## config.mk

```make
export PLATFORM = sky130hd
export DESIGN_NAME = button_debounce
export DESIGN_NICKNAME = d
export VERILOG_FILES = /design/src/rtl/button_debounce_pkg.sv /design/src/rtl/button_debounce_ch.sv /design/src/rtl/button_debounce.sv
export SDC_FILE = /design/constraint.sdc
export NUM_CORES = 1
export LEC_CHECK = 0
export BUFFER_PORTS_ARGS = -buffer_cell sky130_fd_sc_hd__buf_2
export CORE_MARGIN = 3
export CORE_UTILIZATION = 63
export DETAILED_ROUTE_END_ITERATION = 7
export PLACE_DENSITY = 0.8
export SETUP_SLACK_MARGIN = 0.2
export SLEW_MARGIN = 30
export SYNTH_ARGS = -nofsm -noshare
export SYNTH_HDL_FRONTEND = slang
export SYNTH_SLANG_ARGS = --single-unit
```

## constraint.sdc

```tcl
create_clock -name clk -period 3.75 [get_ports clk]
set_clock_uncertainty 0.1 [all_clocks]
set_input_delay 1.125 -clock clk [delete_from_list [all_inputs] [get_ports clk]]
set_output_delay 1.125 -clock clk [all_outputs]
set_load 0.02 [all_outputs]
```

## src/rtl/button_debounce_pkg.sv

```systemverilog
// Shared types and default timing constants for the push-button conditioner.
// Timing defaults assume the 12 MHz board clock.
package button_debounce_pkg;

  typedef enum logic [1:0] {
    ST_IDLE    = 2'd0,
    ST_PRESSED = 2'd1,
    ST_HELD    = 2'd2
  } hold_state_t;

  localparam int unsigned DEB_10MS   = 120000;
  localparam int unsigned HOLD_500MS = 6000000;

endpackage

```

## src/rtl/button_debounce_ch.sv

```systemverilog
// One button channel: polarity normalisation, 2-flop synchroniser,
// debounce counter and hold FSM producing level and single-cycle pulses.
module button_debounce_ch
  import button_debounce_pkg::*;
#(
  parameter int unsigned DEBOUNCE_CYCLES = DEB_10MS,
  parameter int unsigned HOLD_CYCLES     = HOLD_500MS,
  parameter logic        ACTIVE_LOW      = 1'b0
) (
  input  logic clk,
  input  logic rst_n,
  input  logic btn_raw,
  output logic btn_level,
  output logic btn_press,
  output logic btn_release,
  output logic btn_long
);

  localparam int DW = $clog2(DEBOUNCE_CYCLES + 1);
  localparam int HW = $clog2(HOLD_CYCLES + 1);
  localparam logic [DW-1:0] DEB_MAX  = DEBOUNCE_CYCLES[DW-1:0];
  localparam logic [HW-1:0] HOLD_MAX = HOLD_CYCLES[HW-1:0];

  logic          sync1_q, sync2_q;
  logic          stable_q, stable_d;
  logic [DW-1:0] deb_cnt_q, deb_cnt_d, deb_cnt_inc;
  hold_state_t   state_q, state_d;
  logic [HW-1:0] hold_cnt_q, hold_cnt_d, hold_cnt_inc;
  logic          press_q, press_d;
  logic          release_q, release_d;
  logic          long_q, long_d;
  logic          rise, fall;

  // Resetting the synchroniser to 0 (normalised) keeps a held button from glitching.
  always_ff @(posedge clk or negedge rst_n) begin
    if (!rst_n) begin
      sync1_q    <= 1'b0;
      sync2_q    <= 1'b0;
      stable_q   <= 1'b0;
      deb_cnt_q  <= '0;
      state_q    <= ST_IDLE;
      hold_cnt_q <= '0;
      press_q    <= 1'b0;
      release_q  <= 1'b0;
      long_q     <= 1'b0;
    end else begin
      sync1_q    <= btn_raw ^ ACTIVE_LOW;
      sync2_q    <= sync1_q;
      stable_q   <= stable_d;
      deb_cnt_q  <= deb_cnt_d;
      state_q    <= state_d;
      hold_cnt_q <= hold_cnt_d;
      press_q    <= press_d;
      release_q  <= release_d;
      long_q     <= long_d;
    end
  end

  always_comb begin
    stable_d    = stable_q;
    deb_cnt_d   = '0;
    deb_cnt_inc = deb_cnt_q + 1'b1;
    if (sync2_q != stable_q) begin
      if (deb_cnt_inc == DEB_MAX) begin
        stable_d = ~stable_q;
      end else begin
        deb_cnt_d = deb_cnt_inc;
      end
    end
  end

  assign rise = stable_d & ~stable_q;
  assign fall = ~stable_d & stable_q;

  // A falling level wins over the hold count, so long and release never coincide.
  always_comb begin
    state_d      = state_q;
    hold_cnt_d   = hold_cnt_q;
    hold_cnt_inc = hold_cnt_q + 1'b1;
    press_d      = 1'b0;
    release_d    = 1'b0;
    long_d       = 1'b0;
    case (state_q)
      ST_IDLE: begin
        if (rise) begin
          state_d    = ST_PRESSED;
          press_d    = 1'b1;
          hold_cnt_d = '0;
        end
      end
      ST_PRESSED: begin
        if (fall) begin
          state_d   = ST_IDLE;
          release_d = 1'b1;
        end else begin
          hold_cnt_d = hold_cnt_inc;
          if (hold_cnt_inc == HOLD_MAX) begin
            state_d = ST_HELD;
            long_d  = 1'b1;
          end
        end
      end
      ST_HELD: begin
        if (fall) begin
          state_d   = ST_IDLE;
          release_d = 1'b1;
        end
      end
      default: state_d = ST_IDLE;
    endcase
  end

  assign btn_level   = stable_q;
  assign btn_press   = press_q;
  assign btn_release = release_q;
  assign btn_long    = long_q;

endmodule

```

## src/rtl/button_debounce.sv

```systemverilog
// Multi-channel push-button conditioner: one independent debounce/hold
// channel per button pin.
module button_debounce
  import button_debounce_pkg::*;
#(
  parameter int unsigned       N_BTN           = 3,
  parameter int unsigned       DEBOUNCE_CYCLES = DEB_10MS,
  parameter int unsigned       HOLD_CYCLES     = HOLD_500MS,
  parameter logic [N_BTN-1:0]  ACTIVE_LOW      = '0
) (
  input  logic             clk,
  input  logic             rst_n,
  input  logic [N_BTN-1:0] btn_raw,
  output logic [N_BTN-1:0] btn_level,
  output logic [N_BTN-1:0] btn_press,
  output logic [N_BTN-1:0] btn_release,
  output logic [N_BTN-1:0] btn_long
);

  for (genvar gi = 0; gi < N_BTN; gi++) begin : g_ch
    button_debounce_ch #(
      .DEBOUNCE_CYCLES (DEBOUNCE_CYCLES),
      .HOLD_CYCLES     (HOLD_CYCLES),
      .ACTIVE_LOW      (ACTIVE_LOW[gi])
    ) u_ch (
      .clk         (clk),
      .rst_n       (rst_n),
      .btn_raw     (btn_raw[gi]),
      .btn_level   (btn_level[gi]),
      .btn_press   (btn_press[gi]),
      .btn_release (btn_release[gi]),
      .btn_long    (btn_long[gi])
    );
  end

endmodule

```

# Yosys cells after proc, flatten, opt, wreduce, memory -nomap -nowiden
# Cells that the tools add are included.
# totals
mem_count,0
latch_bits,0
register_bits,144
romBits,0
inputBits,5
mem_bits_rw,0
# classes
bitwise_logic,12
n_div,0
shifts,0
multipliers,0
n_lt_le_gt_ge,0
n_reduce_logical,15
addsub,6
n_eq_ne,27
n_mux,57
# ops
operator,n
$mux 23,6
$pmux 23 s2,3
$mux 17,6
$add 23x1->23 const B,3
$eq 23x23->1 const B,3
$add 17x1->17 const B,3
$eq 17x17->1 const B,3
$mux 1,27
$mux 2,12
$pmux 2 s3,3
$reduce_and 3->1,6
$ne 2x1->1 const B,6
$ne 3x1->1 const B,3
$and 1x1->1,6
$eq 2x1->1 const B,3
$eq 2x2->1 const B,3
$logic_not 2->1,3
$ne 2x2->1 const B,3
$not 1->1,6
$reduce_bool 2->1,3
$reduce_or 2->1,3
$ne 1x1->1,3

# Depth between registers and ports, before layout
# depth
depth_word,8
ltp_mapped,13
mapped_depth_nobuf,9

# Hierarchy
# From an unflattened synthesis, not the netlist that was laid out.
# unflattened
hier_cells,1053
hier_area_um2,9211.3
# by_module_without_submodules
module,cells_per_inst,instances,area_each_um2
button_debounce_ch,351,3,3070.4

# Worst setup path before layout
# Ideal clock, no wire load.
# synth_path
kind,reg-to-reg
from,reg g_ch[2].u_ch.deb_cnt_q[0]
to,reg g_ch[2].u_ch.hold_cnt_q[13]
path_stages_with_launch,12
setup_slack_ns,0.704
arrival_time_ns,2.824
setup_ns,0.122
required_time_ns,3.528
period_less_slack_ns,3.046
path_cell_list,dfrtp_1 ha_1 nand4_1 or4_1 or3_1 a21oi_2 and3_1 buf_2 a21o_1 o21ai_4 buf_4 a32o_1
# synth_between
elab_chain_cells,8
elab_cells_between_ends,10
cone_classes,add/sub: 1; eq/ne: 3; mux: 2; bitwise: 3; reduce/logical: 1
# synth_lines
element,line,source
"start, declared",button_debounce_ch.sv:26,"logic [DW-1:0] deb_cnt_q, deb_cnt_d, deb_cnt_inc;"
"start signal, assigned",button_debounce_ch.sv:50,deb_cnt_q <= deb_cnt_d;
$add 17x1->17 (*),button_debounce_ch.sv:62,deb_cnt_inc = deb_cnt_q + 1'b1;
$eq 17x17->1 (*),button_debounce_ch.sv:64,if (deb_cnt_inc == DEB_MAX) begin
$mux 1 (*),button_debounce_ch.sv:64,
$mux 1 (*),button_debounce_ch.sv:63,if (sync2_q != stable_q) begin
$not 1->1,button_debounce_ch.sv:73,assign fall = ~stable_d & stable_q;
$and 1x1->1,button_debounce_ch.sv:73,
$ne 2x2->1 (no source line),--,
$reduce_and 3->1 (no source line) (*),--,
"end signal, assigned",button_debounce_ch.sv:52,hold_cnt_q <= hold_cnt_d;
"end, declared",button_debounce_ch.sv:28,"logic [HW-1:0] hold_cnt_q, hold_cnt_d, hold_cnt_inc;"
# Every way passes the cells marked *; elsewhere a longest branch is shown, timed or not.
# A chain may end at the register's enable or synchronous reset.

# Final worst setup path
# layout_path
from,reg g_ch[0].u_ch.deb_cnt_q[0]
to,reg g_ch[0].u_ch.hold_cnt_q[18]
# layout_between
elab_chain_cells,8
elab_cells_between_ends,10
cone_classes,add/sub: 1; eq/ne: 3; mux: 2; bitwise: 3; reduce/logical: 1
# layout_lines
element,line
"start, declared",button_debounce_ch.sv:26
"start signal, assigned",button_debounce_ch.sv:50
$add 17x1->17 (*),button_debounce_ch.sv:62
$eq 17x17->1 (*),button_debounce_ch.sv:64
$mux 1 (*),button_debounce_ch.sv:64
$mux 1 (*),button_debounce_ch.sv:63
$not 1->1,button_debounce_ch.sv:73
$and 1x1->1,button_debounce_ch.sv:73
$ne 2x2->1 (no source line),--
$reduce_and 3->1 (no source line) (*),--
"end signal, assigned",button_debounce_ch.sv:52
"end, declared",button_debounce_ch.sv:28
# Marked as above.

==> run metrics <==
Area after DPL=9410 sq um; min Tclk post-route=3.37 ns; critical path required time=4.01 ns; r2r setup slk=0.38 ns; cell taking the most area after synthesis=dfrtp_1; Antenna Cells=0; First-pass DRT Iterations=6; Cell Area, Synth=9420 sq um; number of I/O pins=17; Total GRT Usage=25.0%; period utilization=89.9%; Yosys warning total=0; full die area=16400 sq um; number of synthesized flops with an enable pin=0; crit-path max FO=43; nets=1105; count leader, synth=nand2_1; Crit path largest cell delay=0.54 ns; input/output buffers=16; worst slew pin tran=0.700 ns; Worst Hold Depth=0; DRT iter0 DRCs=764; first-pass GRT wire length=34.7 mm; Longest Clk Path Bufs=2; P_leak=0.00396 uW; share of the synthesized area in the top cell type=38.3%; DR DRC count=0; share of layout cells above drive strength 1=8.22%; crit-path leading delay family=simple AND/OR/NAND/NOR gates; Seq/Total Area, Yosys=38.3%; Slew Viols, Final=0; Syn Area/Cell=8.41 sq um; post-synthesis cell count=1120; RSZ-0062 raised after global routing=false; r2r endpoint=g_ch[0].u_ch.hold_cnt_q[18]$_DFFE_PN0P_; hold_sp=g_ch[0].u_ch.sync1_q$_DFF_PN0_; ys flop type=dfrtp_1; crit path buf inv count=1; reg2reg start=g_ch[0].u_ch.deb_cnt_q[0]$_DFF_PN0_; endpoints failing hold=0; Post-synth ARST share=100%; hold path endpoint=g_ch[0].u_ch.sync2_q$_DFF_PN0_; Die Height=128 um; power per cell area=336 nW/um^2; Max Cap Viol=0; Worst Setup Path Type=reg -> reg; antenna violations before repair=0; Antenna Nets Post-Route=0; wire per inst=15.6 um; Clock Latency Late Sink=0.43 ns; CTS tree=done; largest net degree at the start of global routing=72; launch point of the critical path=g_ch[0].u_ch.deb_cnt_q[0]$_DFF_PN0_; vias=8099; GRT overflow=0; synth top area cells=dfrtp_1, nand2_1, nand3_1, nor2_1, xnor2_1; worst-case reg-to-reg path depth=10; Hold Path Class=reg -> reg; Post-Syn Nets=1143; Initial Util=64.5%; Placer Congestion=0.869; crit end category=register; fin area=10100 sq um; Worst-path clk slew=0.06 ns; num rows=44; setup TNS=0 ns; maximum VDD drop=0.387 mV; routed vias/inst=6.33; fmax=297 MHz; CP cell instances=ha_1 > and4_1 > nand3_1 > or4_1 > a211oi_2 > and4_1 > nor3_4 > buf_12 > or4b_1 > nand3_1; CP max stage cell=or4_1; #FFs+latches synth=144; Worst slew margin=52.9%; run status=completed; Synth-to-Final Area Change=6.96%; CTS root buf=clkbuf_16; H-tree Lvls=4; post-synthesis cell type count=79; detailed placer's ending HPWL=13.0 mm; vias in the first global route=7570; CP Launch Type=register; DIE WIDTH=128 um; CTS Buf Count=17; final wirelength=20.0 mm; top cell types by occurrence after synthesis=nand2_1, dfrtp_1, nor2_1; Core Area=14600 sq um; setup violators final=0; CTS sink cnt=144; critical path arrival=3.63 ns
stage by stage:
step	std cells	setup slack, ns	hold slack, ns	total power, uW	util (%)
after floorplan	1120	0.704	0.231	1640	-
after global placement	1243	0.427	0.232	1680	64.5
after detailed placement	1243	0.339	0.237	1680	64.5
after CTS	1275	0.313	0.251	3410	68.6
after global routing	1279	0.154	0.261	3480	69.0
final	1279	0.378	0.251	3380	69.0
worst max path at each step:
stage	to	slack, ns	depth (start not counted)
after global routing	g_ch[2].u_ch.hold_cnt_q[18]$_DFFE_PN0P_	0.15	9
after floorplan	g_ch[2].u_ch.hold_cnt_q[13]$_DFFE_PN0P_	0.70	11
after global placement	g_ch[2].u_ch.hold_cnt_q[6]$_DFFE_PN0P_	0.43	9
after CTS	g_ch[2].u_ch.hold_cnt_q[4]$_DFFE_PN0P_	0.31	9
after detailed placement	g_ch[2].u_ch.hold_cnt_q[4]$_DFFE_PN0P_	0.34	9
final	g_ch[0].u_ch.hold_cnt_q[18]$_DFFE_PN0P_	0.38	10
area by class of cell:
| type | instances | area (sq um) |
|---|---|---|
| clock buffers | 20 | 437 |
| clock inverters | 12 | 159 |
| fillers | 1189 | 4520 |
| inverters | 33 | 124 |
| multi-input cells | 855 | 5270 |
| flip-flops and latches | 144 | 3600 |
| well taps | 184 | 230 |
| repair buffers | 31 | 249 |
where the power goes:
part / total (uW) / leakage [uW] / internal (uW) / switching [uW]
logic: 72.6 / 0.00168 / 18.5 / 54.1
registers: 1580 / 0.00199 / 1570 / 14.1
clock network: 1730 / 0.000285 / 1050 / 677
placed cells by master (no fill, tap or decap), types with 21 or more instances in the layout:
master,instances
nand2_1,147
dfrtp_1,144
nor2_1,112
nand3_1,92
o21ai_0,41
nand4_1,36
inv_1,33
xnor2_1,31
a21oi_1,26
nor3_1,24
nor4_1,22
xor2_1,21
registers in the layout, summed over array words and instances (netlist names):
name,count
g_ch.u_ch.sync2_q,3
g_ch.u_ch.btn_long,3
g_ch.u_ch.btn_release,3
g_ch.u_ch.hold_cnt_q,69
g_ch.u_ch.btn_press,3
g_ch.u_ch.btn_level,3
g_ch.u_ch.state_q,6
g_ch.u_ch.deb_cnt_q,51
g_ch.u_ch.sync1_q,3
logic make-up after synthesis:
group | share of synthesized area, %
fa+ha+maj | 2.39
buf+inv | 6.06
mux | 1.12
flops | 38.3
compound gates | 15.8
xor+xnor | 4.84
simple gates | 31.5
per-layer routing:
layer	share of wire, %	routed length, um	global-route usage (%)	vias up
li1	-	-	-	4007
met1	47	9370	34.4	3853
met2	47	9480	40.4	212
met3	4.3	859	4.58	27
met4	1.2	245	7.24	0
met5	0	0	0	-
timing repair:
| item | in CTS | in global routing |
|---|---|---|
| resized for setup | 0 | 4 |
| endpoints found under the setup margin | 0 | 27 |
| buffers inserted | 0 | 4 |
| hold buffers | 0 | 0 |
Power figures use the tool's default switching activity.
